$ cat src/rtl/fm_ram_pkg.sv
// Shared types and constants for the FM sample-RAM arbiter: owner states,
// RAM word geometry and the host write window.
package fm_ram_pkg;
  localparam int ADDR_W      = 12;
  localparam int DATA_W      = 16;
  localparam int HOST_ADDR_W = 13;
  localparam logic [HOST_ADDR_W-1:0] WINDOW_BASE = 13'h1000;

  typedef enum logic [1:0] {
    ST_IDLE  = 2'd0,
    ST_PLAY  = 2'd1,
    ST_WRITE = 2'd2
  } owner_e;

  typedef struct packed {
    logic [ADDR_W-1:0] addr;
    logic [DATA_W-1:0] data;
  } wr_ent_t;

  function automatic logic in_window(input logic [HOST_ADDR_W-1:0] a);
    return (a & WINDOW_BASE) == WINDOW_BASE;
  endfunction
endpackage

$ cat src/rtl/fm_wr_fifo.sv
// Host write buffer: synchronous FIFO with registered count and flags.
// A push while full is accepted only when a pop happens on the same edge.
module fm_wr_fifo
  import fm_ram_pkg::*;
#(
  parameter int DEPTH = 4
) (
  input  logic    Clock,
  input  logic    Reset,
  input  logic    i_push,
  input  logic    i_pop,
  input  wr_ent_t i_data,
  output wr_ent_t o_data,
  output logic    o_full,
  output logic    o_empty
);
  localparam int PW = $clog2(DEPTH);
  localparam int CW = PW + 1;

  wr_ent_t       r_mem [DEPTH];
  logic [PW-1:0] r_wr_ptr, r_rd_ptr;
  logic [CW-1:0] r_count, w_count_nxt;
  logic          r_full, r_empty, w_push, w_pop;

  assign w_pop  = i_pop && !r_empty;
  assign w_push = i_push && (!r_full || w_pop);

  always_comb begin
    w_count_nxt = r_count;
    if (w_push && !w_pop)      w_count_nxt = r_count + CW'(1);
    else if (w_pop && !w_push) w_count_nxt = r_count - CW'(1);
  end

  always_ff @(posedge Clock) begin
    if (Reset) begin
      r_wr_ptr <= '0;
      r_rd_ptr <= '0;
      r_count  <= '0;
      r_full   <= 1'b0;
      r_empty  <= 1'b1;
    end else begin
      if (w_push) r_wr_ptr <= r_wr_ptr + PW'(1);
      if (w_pop)  r_rd_ptr <= r_rd_ptr + PW'(1);
      r_count <= w_count_nxt;
      r_full  <= (w_count_nxt == CW'(DEPTH));
      r_empty <= (w_count_nxt == '0);
    end
  end

  always_ff @(posedge Clock) begin
    if (w_push) r_mem[r_wr_ptr] <= i_data;
  end

  assign o_data  = r_mem[r_rd_ptr];
  assign o_full  = r_full;
  assign o_empty = r_empty;
endmodule

$ cat src/rtl/fm_ram_arbiter.sv
// Single-port sample RAM arbiter: playback reads win, buffered host writes fill gaps.
// Define FM_RAM_STARVE_GUARD_EN to force a write after STARVE_LIMIT back-to-back reads.
module fm_ram_arbiter
  import fm_ram_pkg::*;
#(
  parameter int FIFO_DEPTH   = 4,
  parameter int STARVE_LIMIT = 8
) (
  input  logic                   Clock,
  input  logic                   Reset,
  input  logic [HOST_ADDR_W-1:0] Host_Addr_IN,
  input  logic [DATA_W-1:0]      Host_Data_IN,
  input  logic                   Host_Wr_IN,
  output logic                   Host_Busy_OUT,
  output logic                   Ovf_OUT,
  input  logic                   Play_Req_IN,
  input  logic [ADDR_W-1:0]      Play_Addr_IN,
  output logic                   Play_Ack_OUT,
  output logic [DATA_W-1:0]      Play_Data_OUT,
  output logic                   Play_Valid_OUT,
  output logic [ADDR_W-1:0]      Ram_Addr_OUT,
  output logic [DATA_W-1:0]      Ram_Wdata_OUT,
  output logic                   Ram_We_OUT,
  input  logic [DATA_W-1:0]      Ram_Rdata_IN
);
  owner_e            r_state, w_state_nxt;
  wr_ent_t           w_fifo_din, w_fifo_dout;
  logic              w_fifo_full, w_fifo_empty;
  logic              w_in_win, w_drop, w_starve, w_ld_write, w_ld_play;
  logic              r_ram_we, r_vld_p1, r_vld_p2, r_ovf;
  logic [ADDR_W-1:0] r_ram_addr;
  logic [DATA_W-1:0] r_ram_wdata, r_data_p2;

  assign w_in_win   = Host_Wr_IN && in_window(Host_Addr_IN);
  assign w_fifo_din = '{addr: Host_Addr_IN[ADDR_W-1:0], data: Host_Data_IN};
  assign w_drop     = w_in_win && w_fifo_full && !w_ld_write;

  fm_wr_fifo #(.DEPTH(FIFO_DEPTH)) u_wr_fifo (
    .Clock   (Clock),
    .Reset   (Reset),
    .i_push  (w_in_win),
    .i_pop   (w_ld_write),
    .i_data  (w_fifo_din),
    .o_data  (w_fifo_dout),
    .o_full  (w_fifo_full),
    .o_empty (w_fifo_empty)
  );

`ifdef FM_RAM_STARVE_GUARD_EN
  localparam int SW = $clog2(STARVE_LIMIT + 1);
  logic [SW-1:0] r_starve_cnt;

  assign w_starve = !w_fifo_empty && (r_starve_cnt >= SW'(STARVE_LIMIT));

  // Only reads granted while a write is waiting count toward starvation.
  always_ff @(posedge Clock) begin
    if (Reset)                                           r_starve_cnt <= '0;
    else if (w_state_nxt == ST_PLAY && !w_fifo_empty)    r_starve_cnt <= r_starve_cnt + SW'(1);
    else                                                 r_starve_cnt <= '0;
  end
`else
  assign w_starve = 1'b0;
`endif

  always_ff @(posedge Clock) begin
    if (Reset) r_state <= ST_IDLE;
    else       r_state <= w_state_nxt;
  end

  always_comb begin
    w_state_nxt = ST_IDLE;
    if (Play_Req_IN && !w_starve) w_state_nxt = ST_PLAY;
    else if (!w_fifo_empty)       w_state_nxt = ST_WRITE;
  end

  always_comb begin
    w_ld_write = (w_state_nxt == ST_WRITE);
    w_ld_play  = (w_state_nxt == ST_PLAY);
  end

  // p0: RAM command; p1: RAM access in flight; p2: read data returned
  always_ff @(posedge Clock) begin
    if (Reset) begin
      r_ram_we    <= 1'b0;
      r_ram_addr  <= '0;
      r_ram_wdata <= '0;
      r_vld_p1    <= 1'b0;
      r_vld_p2    <= 1'b0;
      r_data_p2   <= '0;
      r_ovf       <= 1'b0;
    end else begin
      r_ram_we <= w_ld_write;
      if (w_ld_write) begin
        r_ram_addr  <= w_fifo_dout.addr;
        r_ram_wdata <= w_fifo_dout.data;
      end else if (w_ld_play) begin
        r_ram_addr <= Play_Addr_IN;
      end
      r_vld_p1 <= (r_state == ST_PLAY);
      r_vld_p2 <= r_vld_p1;
      if (r_vld_p1) r_data_p2 <= Ram_Rdata_IN;
      if (w_drop)   r_ovf     <= 1'b1;
    end
  end

  assign Host_Busy_OUT  = w_fifo_full;
  assign Ovf_OUT        = r_ovf;
  assign Play_Ack_OUT   = (r_state == ST_PLAY);
  assign Play_Valid_OUT = r_vld_p2;
  assign Play_Data_OUT  = r_data_p2;
  assign Ram_Addr_OUT   = r_ram_addr;
  assign Ram_Wdata_OUT  = r_ram_wdata;
  assign Ram_We_OUT     = r_ram_we;
endmodule

$ cat config.mk
export PLATFORM = sky130hd
export DESIGN_NAME = fm_ram_arbiter
export DESIGN_NICKNAME = d
export VERILOG_FILES = /design/src/rtl/fm_ram_pkg.sv /design/src/rtl/fm_wr_fifo.sv /design/src/rtl/fm_ram_arbiter.sv
export SDC_FILE = /design/constraint.sdc
export NUM_CORES = 1
export LEC_CHECK = 0
export CAP_MARGIN = 10
export CORE_MARGIN = 3
export CORE_UTILIZATION = 50
export CTS_CLUSTER_DIAMETER = 150
export DETAILED_ROUTE_END_ITERATION = 7
export GPL_TIMING_DRIVEN = 0
export PLACE_DENSITY = 0.76
export SLEW_MARGIN = 10
export SYNTH_ARGS = -nofsm -noshare
export SYNTH_HDL_FRONTEND = slang
export SYNTH_SLANG_ARGS = --single-unit
export TNS_END_PERCENT = 50
$ cat constraint.sdc
create_clock -name Clock -period 3.2 [get_ports Clock]
set_input_delay 0.96 -clock Clock [delete_from_list [all_inputs] [get_ports Clock]]
set_output_delay 0.96 -clock Clock [all_outputs]
set_load 0.05 [all_outputs]
==> metrics.cfg, run 1 <==
[critical_path]
critPathMaxStageDelay_ns=0.69
cp_top_family=simple AND/OR/NAND/NOR gates
crit_path_start_kind=input pin
arrival_ns=2.95
critPathSlowestCell=and2_2
crit_required_ns=3.25
crit_chain=clkdlybuf4s50_1, buf_6, or2_1, buf_6, a21oi_4, and2_2
r2r_start=u_wr_fifo.o_empty
worstSetupPathType=input pin to register
critPathMaxFanout=28
end_kind=register
worst-path-buf-inv=3
rrSetupSlack_ns=1.05
crit_path_start=Play_Req_IN
rr_endpoint=u_wr_fifo.r_mem[1][23]
cpMostUsedCell=buf_6
critical_path_cell_count=6
worstRegToRegCells=5
endpoint=u_wr_fifo.r_mem[1][23]

[synthesis]
yosys_register_bits=172
synth_edf_count=112
synth.distinct_cells=38
async_reset_ff_share_pct=0
syn_area_um2=6540
synth_cells=408
avgSynthCellArea_um2=16.0
synth_warnings=0
syn_nets=475
ys.flop_type=edfxtp_1
seq_area_frac_synth_pct=69.8

[floorplanning]
rows=41
start_util_pct=51.4
dieWidth_um=120
die_y_um=120
die-area_um2=14500
core_um2=12700
ios=110

[grt]
grt.total_usage_pct=19.0
grt_pass1_vias=3962
overflow=0
grt_max_degree=29
antenna_found_initial=0
grt_pass1_wl_mm=20.6

[timing]
skew_ns=0.0198
fin_crit_sh_pct=90.7
hold_violations=0
maxSlewViolCount=0
relSlewSlack_pct=48.8
worstMarginPinSlew_ns=0.767
whs_ns=0.453
rsz0062_at_grt=no
fmax_ghz=0.344
min_period_ns=2.90
setup_viol=0

[finish]
fillerInstances=925
regArea_um2=4560
n_antenna_cell=0
drive_gt1_share_pct=10.9
area_growth_syn_to_layout_pct=29.7
utilization_pct=66.7
nNetsFinal=603
design_area_um2=8490
multiInputGateArea_um2=1750

[routing]
first_iter_violations=283
drtPass1Iterations=4
wl_per_cell_um=17.8
drc_errors=0
via_per_inst=5.23
route.vias.total=3769
wl_mm=12.9
antenna_left=0

[place]
io_buffers=109
hpwl_mm=8.56
gp_congestion=0.767
dpl_cell_area_um2=7860

[pwr]
p_comb_share_pct=20.6
p_int_mw=4.43
total_power_mw=5.99
clkPwrFrac_pct=36.2
switching_power_mw=1.56
pwr-share-seq_pct=43.2
power_per_cell_area_nw_per_um2=706
power_leakage_nw=2.92
ir_drop_v=0.000515
switching_share_pct=26.1

[run_status]
status=finished clean

[clock_tree]
hold_buffers=0
clockBufferDepth=2
cts_resized=0
insertion_delay_ns=0.43
cts_buffers=17
clockRootBuffer=clkbuf_16
clkSinkCount=172
h-tree-depth=4
cts_tree=done
clkSlewWorstSetupHoldPaths_ns=0.06
post_cts_buffers=0

[worst_hold_path]
hp-class=register to register

[flow_run]
cap_violations=0

-- flip-flops by register name, summed over array words and instances (netlist names), named ones only --
register	cells
u_wr_fifo.r_mem	112
Play_Data_OUT	16
Ram_Wdata_OUT	16
Ram_Addr_OUT	12
u_wr_fifo.r_count	3
r_state	2
u_wr_fifo.r_rd_ptr	2
u_wr_fifo.r_wr_ptr	2
Ovf_OUT	1
Play_Valid_OUT	1
r_vld_p1	1
u_wr_fifo.o_empty	1
u_wr_fifo.o_full	1
-- worst reg2reg max path, cell delays in order (launching register included) --
cell     delay, ns
dfxtp_1       0.32
buf_6         0.14
or2_1         0.24
buf_6         0.16
a21oi_4       0.23
and2_2        0.69
-- layer usage --
layer	routed length [µm]	track usage, %	up-vias
li1	-	-	1791
met1	5410	23.6	1849
met2	6530	31.6	111
met3	687	5.33	18
met4	231	7.58	0
met5	0	0	-
-- through the flow --
| stage | cells | setup slack [ns] | setup TNS (ns) |
|---|---|---|---|
| after floorplan | 408 | 0.455 | 0 |
| after global placement | 689 | -0.662 | -73.20 |
| after detailed placement | 689 | -0.162 | -16.67 |
| after CTS | 721 | 0.282 | 0 |
| after global routing | 721 | 0.200 | 0 |
| final | 721 | 0.297 | 0 |
-- cell usage in the layout (no fill, tap or decap), types with 2 or more instances in the layout --
cell type,n
buf_1,2
buf_2,5
nor2b_1,5
inv_1,17
clkdlybuf4s50_1,109
and2_2,4
nand2_1,34
edfxtp_1,112
mux2i_1,17
clkbuf_16,17
clkinv_1,2
nor2_1,27
ha_1,6
buf_6,4
clkinvlp_4,4
a221oi_1,13
buf_12,2
a21oi_1,29
o21ai_0,2
xnor2_1,2
nor3_1,2
dfxtp_1,60
mux4_2,10
mux4_1,18
nand2b_1,12
clkbuf_1,10
bufinv_16,5
-- cells in the mapped netlist (all sizes together) (6+ instances only) --
| master | number | area share (%) |
|---|---|---|
| dfxtp | 60 | 18 |
| inv | 17 | 0.98 |
| clkbuf | 9 | 0.67 |
| nor2 | 28 | 1.6 |
| mux4 | 28 | 11 |
| nand2 | 34 | 2.0 |
| buf | 14 | 1.9 |
| edfxtp | 112 | 51 |
| mux2i | 17 | 2.6 |
| ha | 6 | 1.1 |
| nand2b | 12 | 1.1 |
| a221oi | 13 | 1.7 |
| a21oi | 30 | 2.5 |
-- power groups by stage --
stage	clock network [mW]	logic, mW	registers, mW
after detailed placement	0	1.24	2.64
final	2.17	1.24	2.59
after global routing	2.29	1.33	2.61
after floorplan	0	0.619	2.86
after CTS	2.20	1.25	2.59
after global placement	0	1.22	2.63
-- area by class of cell --
| cell class | count | share of cell area (%) |
|---|---|---|
| Inverter | 17 | 0.752 |
| Multi-Input combinational cell | 196 | 20.6 |
| Timing Repair Buffer | 109 | 12.9 |
| Clock buffer | 19 | 5.10 |
| Sequential cell | 172 | 53.8 |
| Tap cell | 172 | 2.54 |
| Buffer | 23 | 1.99 |
| Clock inverter | 13 | 2.33 |
-- worst min path at each step --
stage / startpoint / endpoint / slack [ns] / cells after the start
after global routing: Ram_Wdata_OUT[4] / Ram_Wdata_OUT[4] / 0.48 / 2
final: Ram_Wdata_OUT[0] / Ram_Wdata_OUT[0] / 0.45 / 2
after CTS: Ram_Wdata_OUT[3] / Ram_Wdata_OUT[3] / 0.45 / 2
after detailed placement: Ram_Wdata_OUT[13] / Ram_Wdata_OUT[13] / 0.45 / 2
after floorplan: u_wr_fifo.r_rd_ptr[1] / register / 0.48 / 2
after global placement: Ram_Wdata_OUT[6] / Ram_Wdata_OUT[6] / 0.44 / 2
-- logic make-up after synthesis --
group,after synthesis,synth area share [%]
buffers and inverters,40,3.56
AO/OA/AOI/OAI,52,5.45
multiplexers,47,13.7
XOR/XNOR,3,0.402
adder cells (fa/ha/maj),6,1.15
AND/OR/NAND/NOR,88,6.02
flip-flops,172,69.8
(Power assumes the default switching activity.)
==> inputs of run 2 (changes only) <==
- HOLD_SLACK_MARGIN: default -> 0.06
==> results of run 2 <==
The final DEF is identical to that of run 1; final timing and power are the same.
==> inputs of run 3 (changes only) <==
- CORE_UTILIZATION: 50 -> 48
- clock period: 3.2 -> 2.35 ns (I/O delays scaled with it)
==> metrics.cfg, run 3 (synthesis gave the netlist of run 1 again) <==
[run_status]
status=finished clean

[pwr]
pwr-share-seq_pct=45.3  ; +2.1 points
clkPwrFrac_pct=33.1  ; -3.1 points
ir_drop_v=0.000579  ; +12%
power_per_cell_area_nw_per_um2=925  ; +31%
switching_share_pct=27.9  ; +1.9 points
p_int_mw=5.61  ; +27%
switching_power_mw=2.17  ; +39%
p_comb_share_pct=21.6  ; +1.0 points
power_leakage_nw=2.91  ; -0.22%

[grt]
grt.total_usage_pct=17.7  ; -1.3 points
antenna_found_initial=0  ; unchanged
overflow=0  ; unchanged
grt_pass1_vias=3928  ; -0.86%
use_met2_pct=29.8  ; -1.7 points
grtUsageMet3_pct=5.39  ; +0.060 points
grt_pass1_wl_mm=19.6  ; -4.8%
use_met1_pct=21.2  ; -2.4 points
top_usage_layer=met2
grt_max_degree=29  ; unchanged

[finish]
largest-register=u_wr_fifo.r_mem
most-common-layout-cells=112 x edfxtp_1, 105 x clkdlybuf4s50_1, 60 x dfxtp_1
layout_commonest_cell=edfxtp_1
drive_gt1_share_pct=11.1  ; +0.18 points
largest_reg_flops=112  ; unchanged
area_growth_syn_to_layout_pct=28.6
final_cell_count_no_fill=725  ; +0.55%
n_antenna_cell=0  ; unchanged
nNetsFinal=603  ; unchanged

[timing]
relSlewSlack_pct=61.6  ; +13 points
fin_crit_sh_pct=97.6
maxSlewViolCount=0  ; unchanged
min_period_ns=2.29
skew_ns=0.00995  ; -0.00987 ns
rsz0062_at_grt=no
worstMarginPinSlew_ns=0.577  ; -0.191 ns
whs_ns=0.456  ; +0.00303 ns
hold_violations=0  ; unchanged
worst_slack_ns=0.0567  ; -0.240 ns
setup-tns-final_ns=0  ; unchanged
setup_viol=0  ; unchanged
fmax_ghz=0.436

[critical_path]
crit_path_start_kind=register
crit_required_ns=1.64  ; -1.61 ns
arrival_ns=1.59  ; -1.36 ns
critPathMaxStageDelay_ns=0.82  ; +0.13 ns
critPathSlowestCell=clkdlybuf4s50_1
worst-path-buf-inv=1  ; -2
cp_top_family=buffers and inverters
crit_chain=clkdlybuf4s50_1
end_kind=output pin
worstSetupPathType=register to output pin
critPathMaxFanout=2  ; -93%

[clock_tree]
clockRootBuffer=clkbuf_16
hold_buffers=0  ; unchanged
h-tree-depth=4  ; unchanged
cts_buffers=17  ; unchanged
cts_tree=done
insertion_delay_ns=0.42  ; about the same
clkSinkCount=172  ; unchanged
clockBufferDepth=2  ; unchanged
clkSlewWorstSetupHoldPaths_ns=0.07  ; about the same
post_cts_buffers=0  ; unchanged

[routing]
first_iter_violations=191  ; -33%
drc_errors=0  ; unchanged
drtPass1Iterations=5  ; +1
via_per_inst=5.29  ; +1.2%
antenna_left=0  ; unchanged
route.vias.total=3834  ; +1.7%
wl_per_cell_um=17.7  ; -0.56%
wl_mm=12.9  ; about the same

[flow_run]
cap_violations=0  ; unchanged

[floorplanning]
rows=42  ; +2.4%
core_um2=13300  ; +4.5%
ios=110  ; unchanged
die_y_um=123  ; +2.0%
die-area_um2=15100  ; +4.0%
start_util_pct=49.2  ; -2.2 points
dieWidth_um=123  ; +2.0%

[place]
hpwl_mm=8.40  ; -1.8%
gp_congestion=0.750  ; -2.2%
dp_slack_ns=-0.790  ; -0.628 ns
io_buffers=109  ; unchanged
numPlacedInstances=693  ; +0.58%

[worst_hold_path]
hp-class=register to register

==> run 3: final timing paths <==
kind,from,end,slack (ns),cells past startpoint
worst max-delay path,Ram_Addr_OUT[11],Ram_Addr_OUT[11],0.06,1
worst min-delay path,Ram_Wdata_OUT[3],Ram_Wdata_OUT[3],0.46,2
worst max register to register,u_wr_fifo.o_empty,u_wr_fifo.r_mem[2][5],0.38,5
worst min register to register,Ram_Wdata_OUT[3],Ram_Wdata_OUT[3],0.46,2
==> run 3: per-stage QoR <==
stage	power, mW	instance area (µm²)	utilization [%]
2_1_floorplan	4.74	6550	-
3_3_place_gp	5.23	7860	59.1
3_5_place_dp	5.28	7860	59.1
4_1_cts	7.85	8410	63.3
5_1_grt	8.09	8420	63.3
6_report	7.79	8420	63.3
==> run 3: area by class of cell <==
cell class              count  area [µm²]
repair buffers            109        1090
multi-input cells         196        1760
flip-flops and latches    172        4560
clock inverters            15         126
fillers                   949        4880
well taps                 176         220
clock buffers              17         425
inverters                  17        63.8
plain buffers              23         169
==> run 3: per-layer routing <==
layer / wire length (µm) / share of wire (%)
met1: 5220 / 41
met2: 6700 / 52
met3: 752 / 5.8
met4: 180 / 1.4
met5: 0 / 0
==> run 3: worst reg2reg max path: cells and delay by family (launching register included) <==
kind | cells | cell delay, ns
AOI/OAI and AO/OA | 1 | 0.25
buffers and inverters | 2 | 0.29
and+or+nand+nor | 2 | 0.73
DFF | 1 | 0.33
==> run 3: power groups by stage <==
stage / Sequential, mW / Clock, mW / Combinational (mW)
finish: 3.52 / 2.58 / 1.69
global route: 3.54 / 2.75 / 1.80
CTS: 3.52 / 2.62 / 1.70
detailed placement: 3.59 / 0 / 1.69
global placement: 3.58 / 0 / 1.65
floorplan: 3.89 / 0 / 0.843
==> run 3: repair_timing <==
| action | 4_1_cts | 5_1_grt |
|---|---|---|
| pin swaps | 3 | 0 |
| gates resized for setup | 7 | 1 |
| setup endpoints to repair | 114 | 1 |
